`src/rtl/nes_pkg.sv`:
```
//------------------------------------------------------------------------------
// nes_pkg : shared button indices, FSM state encoding and pad byte type for
//           the multi-pad NES controller poller.
// Rev 1.0
//------------------------------------------------------------------------------
`default_nettype none

package nes_pkg;

    localparam int BTN_A      = 0;
    localparam int BTN_B      = 1;
    localparam int BTN_SELECT = 2;
    localparam int BTN_START  = 3;
    localparam int BTN_UP     = 4;
    localparam int BTN_DOWN   = 5;
    localparam int BTN_LEFT   = 6;
    localparam int BTN_RIGHT  = 7;

    typedef enum logic [2:0] {
        IDLE  = 3'd0,
        LATCH = 3'd1,
        LOW   = 3'd2,
        HIGH  = 3'd3,
        DONE  = 3'd4
    } nes_state_e;

    typedef logic [7:0] pad_byte_t;

endpackage

`default_nettype wire

```
`src/rtl/nes_half_timer.sv`:
```
//------------------------------------------------------------------------------
// nes_half_timer : loadable down-counter; done_o pulses HALF_CYC (or
//                  2*HALF_CYC when long_i) cycles after load_i.
// Rev 1.0
//------------------------------------------------------------------------------
`default_nettype none

module nes_half_timer #(
    parameter int HALF_CYC = 300
) (
    input  logic clk,
    input  logic rst_n,
    input  logic load_i,
    input  logic long_i,
    output logic done_o
);

    localparam int TW = (2 * HALF_CYC > 1) ? $clog2(2 * HALF_CYC) : 1;
    localparam logic [TW-1:0] C_LONG  = TW'(2 * HALF_CYC - 1);
    localparam logic [TW-1:0] C_SHORT = TW'(HALF_CYC - 1);

    logic [TW-1:0] count_q;
    logic          run_q;

    always_ff @(posedge clk or negedge rst_n) begin
        if (!rst_n) begin
            count_q <= '0;
            run_q   <= 1'b0;
        end else if (load_i) begin
            count_q <= long_i ? C_LONG : C_SHORT;
            run_q   <= 1'b1;
        end else if (run_q) begin
            if (count_q == '0) begin
                run_q <= 1'b0;
            end else begin
                count_q <= count_q - TW'(1);
            end
        end
    end

    assign done_o = run_q && (count_q == '0);

endmodule

`default_nettype wire

```
`src/rtl/nes_multi_pad.sv`:
```
//------------------------------------------------------------------------------
// nes_multi_pad : polls NUM_PADS NES controllers over a shared clock/latch,
//                 producing button levels, press edges and a CPU IO word.
//                 Optional macro NES_TURBO_EN adds turbo_mask auto-fire.
// Rev 1.0
//------------------------------------------------------------------------------
`default_nettype none

module nes_multi_pad
    import nes_pkg::*;
#(
    parameter int NUM_PADS = 2,
    parameter int HALF_CYC = 300,
    parameter int POLL_DIV = 833333
) (
    input  logic                  clk,
    input  logic                  reset,
    input  logic [NUM_PADS-1:0]   nes_data,
    output logic                  nes_clock,
    output logic                  nes_latch,
    input  logic [1:0]            pad_sel,
`ifdef NES_TURBO_EN
    input  logic [7:0]            turbo_mask,
`endif
    output logic [8*NUM_PADS-1:0] buttons,
    output logic [8*NUM_PADS-1:0] pressed,
    output logic                  frame_valid,
    output logic [15:0]           io_word
);

    localparam int PW    = 8 * NUM_PADS;
    localparam int CNT_W = (POLL_DIV > 1) ? $clog2(POLL_DIV) : 1;

    nes_state_e          state_q, state_d;
    logic [2:0]          bit_idx_q, bit_idx_d;
    logic [CNT_W-1:0]    cnt_q;
    logic [NUM_PADS-1:0] sync1_q, sync2_q;
    logic [PW-1:0]       shift_q, shift_d;
    logic [PW-1:0]       buttons_q, pressed_q, level_mod;
    logic                frame_valid_q;
    logic                poll_tick, tmr_load, tmr_long, tmr_done;
    logic                sample_en, frame_done;

    assign poll_tick = (cnt_q == CNT_W'(POLL_DIV - 1));

    nes_half_timer #(
        .HALF_CYC (HALF_CYC)
    ) u_timer (
        .clk    (clk),
        .rst_n  (reset),
        .load_i (tmr_load),
        .long_i (tmr_long),
        .done_o (tmr_done)
    );

    always_ff @(posedge clk or negedge reset) begin
        if (!reset) begin
            state_q   <= IDLE;
            bit_idx_q <= 3'd0;
        end else begin
            state_q   <= state_d;
            bit_idx_q <= bit_idx_d;
        end
    end

    // A poll_tick outside IDLE is simply ignored; the counter keeps running.
    always_comb begin
        state_d   = state_q;
        bit_idx_d = bit_idx_q;
        tmr_load  = 1'b0;
        tmr_long  = 1'b0;
        case (state_q)
            IDLE: if (poll_tick) begin
                state_d  = LATCH;
                tmr_load = 1'b1;
                tmr_long = 1'b1;
            end
            LATCH: if (tmr_done) begin
                state_d  = LOW;
                tmr_load = 1'b1;
            end
            LOW: if (tmr_done) begin
                if (bit_idx_q == 3'd7) begin
                    state_d = DONE;
                end else begin
                    state_d  = HIGH;
                    tmr_load = 1'b1;
                end
            end
            HIGH: if (tmr_done) begin
                state_d   = LOW;
                tmr_load  = 1'b1;
                bit_idx_d = bit_idx_q + 3'd1;
            end
            DONE: begin
                state_d   = IDLE;
                bit_idx_d = 3'd0;
            end
            default: state_d = IDLE;
        endcase
    end

    always_comb begin
        nes_clock  = 1'b1;
        nes_latch  = 1'b0;
        sample_en  = 1'b0;
        frame_done = 1'b0;
        case (state_q)
            LATCH:   nes_latch = 1'b1;
            LOW: begin
                nes_clock = 1'b0;
                sample_en = tmr_done;
            end
            DONE:    frame_done = 1'b1;
            default: ;
        endcase
    end

    always_comb begin
        shift_d = shift_q;
        if (sample_en) begin
            for (int p = 0; p < NUM_PADS; p++) begin
                shift_d[8*p + int'(bit_idx_q)] = ~sync2_q[p];
            end
        end
    end

`ifdef NES_TURBO_EN
    logic [2:0] frame_cnt_q;

    // Masked buttons are gated by frame_cnt_q[2], toggling every 4 frames.
    always_comb begin
        level_mod = '0;
        for (int p = 0; p < NUM_PADS; p++) begin
            level_mod[8*p +: 8] = shift_q[8*p +: 8] &
                                  (~turbo_mask | {8{frame_cnt_q[2]}});
        end
    end

    always_ff @(posedge clk or negedge reset) begin
        if (!reset) begin
            frame_cnt_q <= 3'd0;
        end else if (frame_done) begin
            frame_cnt_q <= frame_cnt_q + 3'd1;
        end
    end
`else
    assign level_mod = shift_q;
`endif

    always_ff @(posedge clk or negedge reset) begin
        if (!reset) begin
            cnt_q         <= '0;
            sync1_q       <= '0;
            sync2_q       <= '0;
            shift_q       <= '0;
            buttons_q     <= '0;
            pressed_q     <= '0;
            frame_valid_q <= 1'b0;
        end else begin
            cnt_q         <= poll_tick ? '0 : cnt_q + CNT_W'(1);
            sync1_q       <= nes_data;
            sync2_q       <= sync1_q;
            shift_q       <= shift_d;
            frame_valid_q <= frame_done;
            if (frame_done) begin
                buttons_q <= level_mod;
                pressed_q <= level_mod & ~buttons_q;
            end
        end
    end

    always_comb begin
        io_word = 16'h0000;
        for (int p = 0; p < NUM_PADS; p++) begin
            if (pad_sel == 2'(p)) begin
                io_word = {pressed_q[8*p +: 8], buttons_q[8*p +: 8]};
            end
        end
    end

    assign buttons     = buttons_q;
    assign pressed     = pressed_q;
    assign frame_valid = frame_valid_q;

endmodule

`default_nettype wire

```
`config.mk`:
```
export PLATFORM = sky130hd
export DESIGN_NAME = nes_multi_pad
export DESIGN_NICKNAME = d
export VERILOG_FILES = /design/src/rtl/nes_pkg.sv /design/src/rtl/nes_half_timer.sv /design/src/rtl/nes_multi_pad.sv
export SDC_FILE = /design/constraint.sdc
export NUM_CORES = 1
export LEC_CHECK = 0
export CORE_MARGIN = 2
export CORE_UTILIZATION = 45
export CTS_BUF_LIST = sky130_fd_sc_hd__clkbuf_8
export DETAILED_ROUTE_END_ITERATION = 8
export PLACE_DENSITY_LB_ADDON = 0.1
export SETUP_SLACK_MARGIN = 0.15
export SYNTH_ARGS = -nofsm -noshare
export SYNTH_HDL_FRONTEND = slang
export SYNTH_HIERARCHICAL = 1
export SYNTH_SLANG_ARGS = --single-unit
```
`constraint.sdc`:
```
create_clock -name clk -period 6.68 [get_ports clk]
set_input_delay 1.336 -clock clk [delete_from_list [all_inputs] [get_ports clk]]
set_output_delay 1.336 -clock clk [all_outputs]
set_load 0.01 [all_outputs]
```
==> impl_metrics.env, run 1 <==
export IMPL_worstReg2RegStart="u_timer/count_q[5]"
export IMPL_stdcell_area_sq_um=5080
export IMPL_setup_tns_ns=0
export IMPL_globalplace_congestion=0.778
export IMPL_setup_viol=0
export IMPL_wl_per_cell_microns=13.7
export IMPL_start_util=0.460
export IMPL_tightest_slew_ns=0.922
export IMPL_fillers=823
export IMPL_drt_vias_per_instance=5.25
export IMPL_peakVddDrop_v=0.000120
export IMPL_num_vias=3017
export IMPL_ys_types=43
export IMPL_power_total_w=0.000980
export IMPL_drc=0
export IMPL_cts_tree="built"
export IMPL_critPathMaxFanout=16
export IMPL_layout_common_cells="90 x dfrtp_1, 55 x clkdlybuf4s50_1, 47 x nor2_1"
export IMPL_relSlewSlack=0.383
export IMPL_cts_root_buffer="clkbuf_8"
export IMPL_path_class="input pin to output port"
export IMPL_final_common_cell="dfrtp_1"
export IMPL_synth_edf_count=0
export IMPL_fin_crit_sh=0.688
export IMPL_num_antenna_cells=0
export IMPL_ctsLongestPathBuffers=2
export IMPL_syn_area_sq_um=4210
export IMPL_cts_sinks=90
export IMPL_grt_pass1_wl_microns=13800
export IMPL_portBuffers=56
export IMPL_drt_antenna_violating_nets=0
export IMPL_yosysWarnings=6
export IMPL_row_count=35
export IMPL_worstSetupEndpoint="io_word[10]"
export IMPL_ctsHoldBuffers=0
export IMPL_track_usage=0.168
export IMPL_postLayoutSetupSlackWorst_ns=2.09
export IMPL_antenna_found_initial=0
export IMPL_synth_top_cell_area_share=0.535
export IMPL_fin_cells=575
export IMPL_drive_gt1_frac=0.0754
export IMPL_dp_cells=560
export IMPL_drtIter0Drc=96
export IMPL_die_area_sq_um=10200
export IMPL_ys_seq_area_frac=0.535
export IMPL_start_kind="input pin"
export IMPL_grt_pass1_vias=2839
export IMPL_p_leak_nw=2.20
export IMPL_dp_hpwl_microns=5510
export IMPL_hold_violations=0
export IMPL_grt_overflow=0
export IMPL_synth_area_leader_cell="dfrtp_1"
export IMPL_critPathRequiredTime_ns=5.34
export IMPL_timing_final_crit_period_ns=4.59
export IMPL_numCtsBuffers=9
export IMPL_skew_ns=0.0141
export IMPL_post_place_ws_ns=2.04
export IMPL_cellPowerDensity_nw_per_um2=193
export IMPL_grt_max_degree=58
export IMPL_rsz0062_at_grt="false"
export IMPL_synth_area_leaders="dfrtp_1 53%, mux2i_1 6.2%, nor2_1 4.2%, nand2_1 4.1%, o21ai_0 3.2%"
export IMPL_dpl_instance_area_sq_um=4860
export IMPL_critPathCaptureType="output port"
export IMPL_drv_cap=0
export IMPL_synth_cells=408
export IMPL_coreArea_sq_um=9150
export IMPL_clkLatencyLatePin_ns=0.35
export IMPL_drv_slew=0
export IMPL_multi_input_area_sq_um=1840
export IMPL_fmax_ghz=0.218
export IMPL_synth_nets=419
export IMPL_die_y_microns=101
export IMPL_r2r_end="u_timer/count_q[4]"
export IMPL_synthFlopType="dfrtp_1"
export IMPL_status="completed"
export IMPL_wl_microns=7860
export IMPL_die_width_microns=101
export IMPL_crit_start="pad_sel[0]"
export IMPL_crit_arrival_ns=3.26
export IMPL_fin_nets=471
export IMPL_io_pins=57
export IMPL_h_tree_depth=3
export IMPL_hold_path_depth=0
export IMPL_clk_pin_slew_worst_paths_ns=0.09
export IMPL_reg2reg_slack_ns=3.62
export IMPL_dr_pass1_iters=6
export IMPL_synth_seq_cells=90
export IMPL_syn_avg_cell_area_sq_um=10.3
export IMPL_cts_resized=0
export IMPL_min_path_type="flop to flop"
export IMPL_async_reset_ff_frac=1.00
export IMPL_synthToLayoutAreaGrowth_pct=20.6
export IMPL_regArea_sq_um=2250
export IMPL_post_cts_buffers=0
export IMPL_reg2reg_depth=8
## cells in the mapped netlist, drive strengths merged, types with 2 or more instances
master and number:
nand4 9, dfrtp 90, o2111ai 2, and4 2, xnor2 10, nor2b 3, nor3b 3, nand4b 3
mux2i 26, and3 3, nand3 7, mux2 9, a31oi 3, or4 8, o31ai 10, and3b 2
a21oi 11, clkbuf 14, buf 3, nor4 6, nor2 47, inv 16, nand2b 11, o21ai 27
nor3 9, ha 5, xor2 10, nand2 46, o31a 2, or3 3
## where the power goes
group	leakage, nW	internal (W)	switching (W)
logic	0.858	0.00000497	0.0000141
clock network	0.108	0.000214	0.000200
registers	1.23	0.000545	0.00000159
## critical path: stages
cell	delay (ns)
clkdlybuf4s50_1	1.07
mux2i_1	0.17
nor2_1	0.13
clkdlybuf4s50_1	0.55
## state kept, by name, indices dropped and copies added, names as in the netlist
| register | flops |
|---|---|
| cnt_q | 20 |
| buttons | 16 |
| level_mod | 16 |
| pressed | 16 |
| u_timer/count_q | 10 |
| bit_idx_q | 3 |
| state_q | 3 |
| sync1_q | 2 |
| sync2_q | 2 |
| frame_valid | 1 |
| u_timer/run_q | 1 |
## cell type report
cell class | instances | share of cell area
well taps | 111 | 0.0273
repair buffers | 58 | 0.113
clock inverters | 6 | 0.0190
clock buffers | 9 | 0.0244
flip-flops and latches | 90 | 0.443
multi-input cells | 285 | 0.361
inverters | 16 | 0.0118
## per-stage QoR
step / hold WS [ns] / utilization
after floorplan: 0.331 / -
after global placement: 0.334 / 0.531
after detailed placement: 0.335 / 0.531
after CTS: 0.356 / 0.555
after global routing: 0.365 / 0.555
final: 0.355 / 0.555
## routing by layer
layer  track usage  share of wire
met1         0.243           0.50
met2         0.261           0.45
met3        0.0381          0.040
met4        0.0390         0.0065
met5             0              0
## how the worst min path moves through the flow
stage,from,to,slack (ns)
3_3_place_gp,sync1_q[1],sync2_q[1],0.33
6_report,sync1_q[0],sync2_q[0],0.35
3_5_place_dp,sync1_q[0],sync2_q[0],0.33
4_1_cts,sync1_q[0],sync2_q[0],0.36
2_1_floorplan,sync1_q[0],sync2_q[0],0.33
5_1_grt,sync1_q[0],sync2_q[0],0.36
## kinds of logic (layout without fill, tap and decap cells)
| group | count (synthesis) | count (layout) | share of synthesized area |
|---|---|---|---|
| AOI/OAI and AO/OA | 59 | 59 | 0.0915 |
| xor gates and xnor gates | 20 | 20 | 0.0416 |
| adders and majority gates | 5 | 5 | 0.0149 |
| buffers and inverters | 33 | 89 | 0.0297 |
| DFF | 90 | 90 | 0.535 |
| muxes | 35 | 35 | 0.0858 |
| and+or+nand+nor | 166 | 166 | 0.202 |
Note: power is estimated with default switching activity, not from simulation.
==> inputs of run 2 (changes only) <==
==> constraint.sdc (replaced) <==
create_clock -name clk -period 3.8 [get_ports clk]
set_input_delay 0.76 -clock clk [delete_from_list [all_inputs] [get_ports clk]]
set_output_delay 0.76 -clock clk [all_outputs]
set_load 0.01 [all_outputs]
==> run 2 against run 1 <==
Effect of this change: flip-flop and latch count unchanged; clock skew about the same; critical path depth increased by 1; wire length increased by 2.9%; combinational power grew 71%; register-to-register slack got worse by 2.7 ns; count of clock-buffer cells in the layout unchanged; die area stayed put; global-route usage up 0.37 points; core utilization is 0.11 points higher; critical path type unchanged; largest cell class unchanged; highest routed layer unchanged.
==> impl_metrics.env, run 2 (synthesis results as in run 1) <==
export IMPL_path_cells="clkdlybuf4s50_1, buf_4, mux2i_1, nor2_1, clkdlybuf4s50_1"
export IMPL_ctsHoldBuffers=0
export IMPL_cts_resized=0
export IMPL_r2r_end="level_mod[10]"
export IMPL_dp_hpwl_microns=5570
export IMPL_die_area_sq_um=10200
export IMPL_fin_cells=577
export IMPL_postLayoutSetupSlackWorst_ns=0.776
export IMPL_final_common_cell="dfrtp_1"
export IMPL_timing_final_crit_period_ns=3.02
export IMPL_ctsLongestPathBuffers=2
export IMPL_fin_nets=472
export IMPL_portBuffers=56
export IMPL_hold_path_depth=0
export IMPL_fmax_ghz=0.331
export IMPL_clkLatencyLatePin_ns=0.36
export IMPL_wl_microns=8080
export IMPL_peakVddDrop_v=0.000160
export IMPL_start_kind="input pin"
export IMPL_grt_pass1_wl_microns=13900
export IMPL_track_usage=0.172
export IMPL_cellPowerDensity_nw_per_um2=341
export IMPL_cts_sinks=90
export IMPL_slowest_delay_ns=0.50
export IMPL_grt_overflow=0
export IMPL_regMostFlops="cnt_q"
export IMPL_numCtsBuffers=9
export IMPL_dp_cells=561
export IMPL_crit_arrival_ns=2.26
export IMPL_crit_top_cell="clkdlybuf4s50_1"
export IMPL_holdCritStartpoint="sync1_q[0]"
export IMPL_worstReg2RegStart="u_timer/count_q[5]"
export IMPL_critPathRequiredTime_ns=3.04
export IMPL_fin_crit_sh=0.796
export IMPL_drt_vias_per_instance=5.24
export IMPL_post_cts_buffers=0
export IMPL_rsz0062_at_grt="false"
export IMPL_setup_viol=0
export IMPL_grt_pass1_vias=2884
export IMPL_path_class="input pin to output port"
export IMPL_wl_per_cell_microns=14.0
export IMPL_synthToLayoutAreaGrowth_pct=20.8
export IMPL_worst_path_max_delay_cell="clkdlybuf4s50_1"
export IMPL_num_vias=3026
export IMPL_min_to="sync2_q[0]"
export IMPL_layout_common_cells="90 x dfrtp_1, 55 x clkdlybuf4s50_1, 47 x nor2_1"
export IMPL_num_antenna_cells=0
export IMPL_min_path_type="flop to flop"
export IMPL_reg2reg_slack_ns=0.92
export IMPL_die_width_microns=101
export IMPL_setup_tns_ns=0
export IMPL_dr_pass1_iters=4
export IMPL_globalplace_congestion=0.758
export IMPL_critPathBufInv=3
export IMPL_cts_root_buffer="clkbuf_8"
export IMPL_p_leak_nw=2.21
export IMPL_drv_cap=0
export IMPL_coreArea_sq_um=9150
export IMPL_io_pins=57
export IMPL_drive_gt1_frac=0.0773
export IMPL_antenna_found_initial=0
export IMPL_status="completed"
export IMPL_fillers=813
export IMPL_skew_ns=0.0139
export IMPL_start_util=0.460
export IMPL_drv_slew=0
export IMPL_cp_top_family="buffers and inverters"
export IMPL_h_tree_depth=3
export IMPL_drtIter0Drc=140
export IMPL_reg2reg_depth=7
export IMPL_largest_reg_flops=20
export IMPL_relSlewSlack=0.251
export IMPL_die_y_microns=101
export IMPL_cts_tree="built"
export IMPL_drt_antenna_violating_nets=0
export IMPL_grt_max_degree=91
export IMPL_tightest_slew_ns=1.12
export IMPL_critPathCaptureType="output port"
export IMPL_clk_pin_slew_worst_paths_ns=0.10
export IMPL_row_count=35
export IMPL_hold_violations=0
export IMPL_drc=0
export IMPL_critPathMaxFanout=16
export IMPL_post_place_ws_ns=0.770
run 2: cell types whose count changed in the layout (fill, tap and decap cells not counted):
cell        previous run  this run
inv_6                  2         3
clkinvlp_4             1         0
inv_8                  1         0
inv_1                 16        17
clkinv_4               0         1
buf_4                  3         4
run 2: layout make-up:
cell class | count | area [sq um] | area share
clock buffers | 9 | 124 | 0.0243
well taps | 111 | 139 | 0.0273
clock inverters | 7 | 98.8 | 0.0194
inverters | 16 | 60.1 | 0.0118
repair buffers | 59 | 581 | 0.114
multi-input cells | 285 | 1840 | 0.361
flip-flops and latches | 90 | 2250 | 0.442
run 2: worst max-delay path by stage:
stage | startpoint | endpoint | slack (ns) | cells past startpoint
finish | pad_sel[0] | io_word[7] | 0.78 | 5
global route | pad_sel[0] | io_word[15] | 0.64 | 5
CTS | pad_sel[0] | io_word[5] | 0.76 | 5
detailed placement | pad_sel[0] | io_word[5] | 0.77 | 5
global placement | pad_sel[0] | io_word[6] | 0.77 | 5
floorplan | pad_sel[0] | io_word[10] | 1.17 | 4
run 2: stage by stage:
step	hold slack (ns)	power, W	area [sq um]	utilization
detailed placement	0.337	0.00102	4870	0.532
global route	0.363	0.00180	5090	0.556
floorplan	0.331	0.000989	4210	-
global placement	0.334	0.00102	4870	0.532
CTS	0.365	0.00176	5090	0.556
finish	0.364	0.00173	5090	0.556
run 2: layer usage:
metal  vias to the layer above  part of all wire  track usage  routed length, microns
met2                        58              0.44        0.256                    3560
met1                      1431              0.51        0.246                    4140
met5                         -                 0            0                       0
met3                         9             0.032       0.0333                     255
li1                       1528                 -            -                       -
met4                         0             0.016       0.0738                     127
run 2: worst register-to-register path, delay by kind of cell, from the launching register on:
kind          cells  cell delay, ns
simple gates      6            2.14
flops             1            0.45
mux               1            0.22
run 2: where the power goes:
| part | total [W] | leakage (nW) | switching, W | internal [W] |
|---|---|---|---|---|
| Clock | 0.000740 | 0.116 | 0.000363 | 0.000377 |
| Combinational | 0.0000327 | 0.863 | 0.0000247 | 0.00000807 |
| Sequential | 0.000962 | 1.23 | 0.00000278 | 0.000959 |
==> inputs of run 3 (changes only) <==
==> constraint.sdc (replaced) <==
create_clock -name clk -period 3 [get_ports clk]
set_input_delay 0.6 -clock clk [delete_from_list [all_inputs] [get_ports clk]]
set_output_delay 0.6 -clock clk [all_outputs]
set_load 0.01 [all_outputs]
==> run 3 against run 2 <==
Effect of this change: final cell count is 0.69% higher; via count hardly changed; clock power is 16% higher; combinational power is 46% higher; die area stayed put; wire length is 3.2% lower; cell area is 0.81% higher; count of clock-buffer cells in the layout is 1 higher; sequential share of layout area is 0.36 points lower.
==> impl_metrics.env, run 3 (synthesis results as in run 1) <==
export IMPL_status="completed"
export IMPL_fmax_ghz=0.378
export IMPL_cts_resized=0
export IMPL_die_y_microns=101
export IMPL_start_kind="flop"
export IMPL_die_width_microns=101
export IMPL_coreArea_sq_um=9150
export IMPL_path_class="flop to flop"
export IMPL_io_pins=57
export IMPL_track_usage=0.167
export IMPL_ctsHoldBuffers=0
export IMPL_ctsLongestPathBuffers=2
export IMPL_drt_antenna_violating_nets=0
export IMPL_crit_arrival_ns=2.92
export IMPL_drive_gt1_frac=0.0872
export IMPL_setup_tns_ns=0
export IMPL_hold_violations=0
export IMPL_postLayoutSetupSlackWorst_ns=0.356
export IMPL_relSlewSlack=0.343
export IMPL_grt_max_degree=49
export IMPL_wl_microns=7830
export IMPL_die_area_sq_um=10200
export IMPL_tightest_slew_ns=0.983
export IMPL_num_vias=3027
export IMPL_layout_common_cells="90 x dfrtp_1, 55 x clkdlybuf4s50_1, 47 x nor2_1"
export IMPL_rsz0062_at_grt="false"
export IMPL_drt_vias_per_instance=5.21
export IMPL_clk_pin_slew_worst_paths_ns=0.09
export IMPL_post_cts_buffers=0
export IMPL_wl_per_cell_microns=13.5
export IMPL_synthToLayoutAreaGrowth_pct=21.8
export IMPL_portBuffers=56
export IMPL_cellPowerDensity_nw_per_um2=413
export IMPL_globalplace_congestion=0.789
export IMPL_min_path_type="input pin to asynchronous set/reset pin"
export IMPL_p_sw_w=0.000477
export IMPL_grt_overflow=0
export IMPL_numCtsBuffers=9
export IMPL_timing_final_crit_period_ns=2.64
export IMPL_antenna_found_initial=0
export IMPL_largest_reg_flops=20
export IMPL_hold_worst_slack_ns=0.214
export IMPL_drv_slew=0
export IMPL_cts_root_buffer="clkbuf_8"
export IMPL_drtIter0Drc=106
export IMPL_cts_tree="built"
export IMPL_final_common_cell="dfrtp_1"
export IMPL_grt_pass1_wl_microns=13400
export IMPL_clkLatencyLatePin_ns=0.36
export IMPL_regMostFlops="cnt_q"
export IMPL_setup_viol=0
export IMPL_dr_pass1_iters=4
export IMPL_power_frac_comb=0.022
export IMPL_cts_sinks=90
export IMPL_critPathCaptureType="flop"
export IMPL_grt_pass1_vias=2802
export IMPL_seq_power_share=0.574
export IMPL_dp_hpwl_microns=5610
export IMPL_p_leak_nw=2.23
export IMPL_drc=0
export IMPL_fin_crit_sh=0.881
export IMPL_start_util=0.460
export IMPL_post_place_ws_ns=0.368
export IMPL_num_antenna_cells=0
export IMPL_peakVddDrop_v=0.000242
export IMPL_critPathRequiredTime_ns=3.28
export IMPL_h_tree_depth=3
export IMPL_switching_share=0.225
export IMPL_row_count=35
export IMPL_p_clk_frac=0.403
export IMPL_drv_cap=0
export IMPL_skew_ns=0.0149
export IMPL_fin_nets=476
export IMPL_intPower_w=0.00165
export IMPL_critPathMaxFanout=6
==> run 3: power groups by stage <==
| stage | Combinational [W] | Sequential, W | Clock, W |
|---|---|---|---|
| after global placement | 0.0000500 | 0.00124 | 0 |
| after global routing | 0.0000551 | 0.00122 | 0.000942 |
| after detailed placement | 0.0000504 | 0.00124 | 0 |
| after floorplan | 0.0000120 | 0.00124 | 0 |
| final | 0.0000477 | 0.00122 | 0.000856 |
| after CTS | 0.0000505 | 0.00122 | 0.000886 |
==> run 3: final cells by class <==
cell class / count / area (sq um)
Timing Repair Buffer: 63 / 636
Tap cell: 111 / 139
Inverter: 16 / 60.1
Clock buffer: 10 / 138
Fill cell: 795 / 4020
Sequential cell: 90 / 2250
Clock inverter: 6 / 71.3
Multi-Input combinational cell: 285 / 1840
==> run 3: worst paths after layout <==
kind | startpoint | to | slack, ns | cells after the start
worst max register to register | u_timer/count_q[5] | level_mod[10] | 0.36 | 7
worst min register to register | sync1_q[1] | sync2_q[1] | 0.34 | 0
worst max-delay path | u_timer/count_q[5] | level_mod[10] | 0.36 | 7
min in group clk | sync1_q[1] | sync2_q[1] | 0.34 | 0
max in group asynchronous | reset | cnt_q[9] | 2.13 | 2
worst min-delay path | reset | frame_valid | 0.21 | 1
==> run 3: per-stage QoR <==
stage / total power (W) / std cells / cell area (sq um) / utilization
floorplan: 0.00125 / 408 / 4210 / -
global placement: 0.00129 / 565 / 4920 / 0.538
detailed placement: 0.00129 / 565 / 4920 / 0.538
CTS: 0.00216 / 581 / 5130 / 0.561
global route: 0.00222 / 581 / 5130 / 0.561
finish: 0.00212 / 581 / 5130 / 0.561
==> run 3: metal layers <==
metal | vias up | share of wire | global-route usage
met3 | 5 | 0.041 | 0.0368
met4 | 0 | 0.0092 | 0.0674
met5 | - | 0 | 0
li1 | 1539 | - | -
met2 | 61 | 0.44 | 0.246
met1 | 1422 | 0.51 | 0.239
==> run 3: critical path, cell delays in order, from the launching register on <==
cell	delay, ns
dfrtp_1	0.44
or4_4	0.62
or2_1	0.27
nor2_1	0.15
and4bb_2	0.32
nand2b_1	0.13
nor3b_1	0.40
mux2i_1	0.25
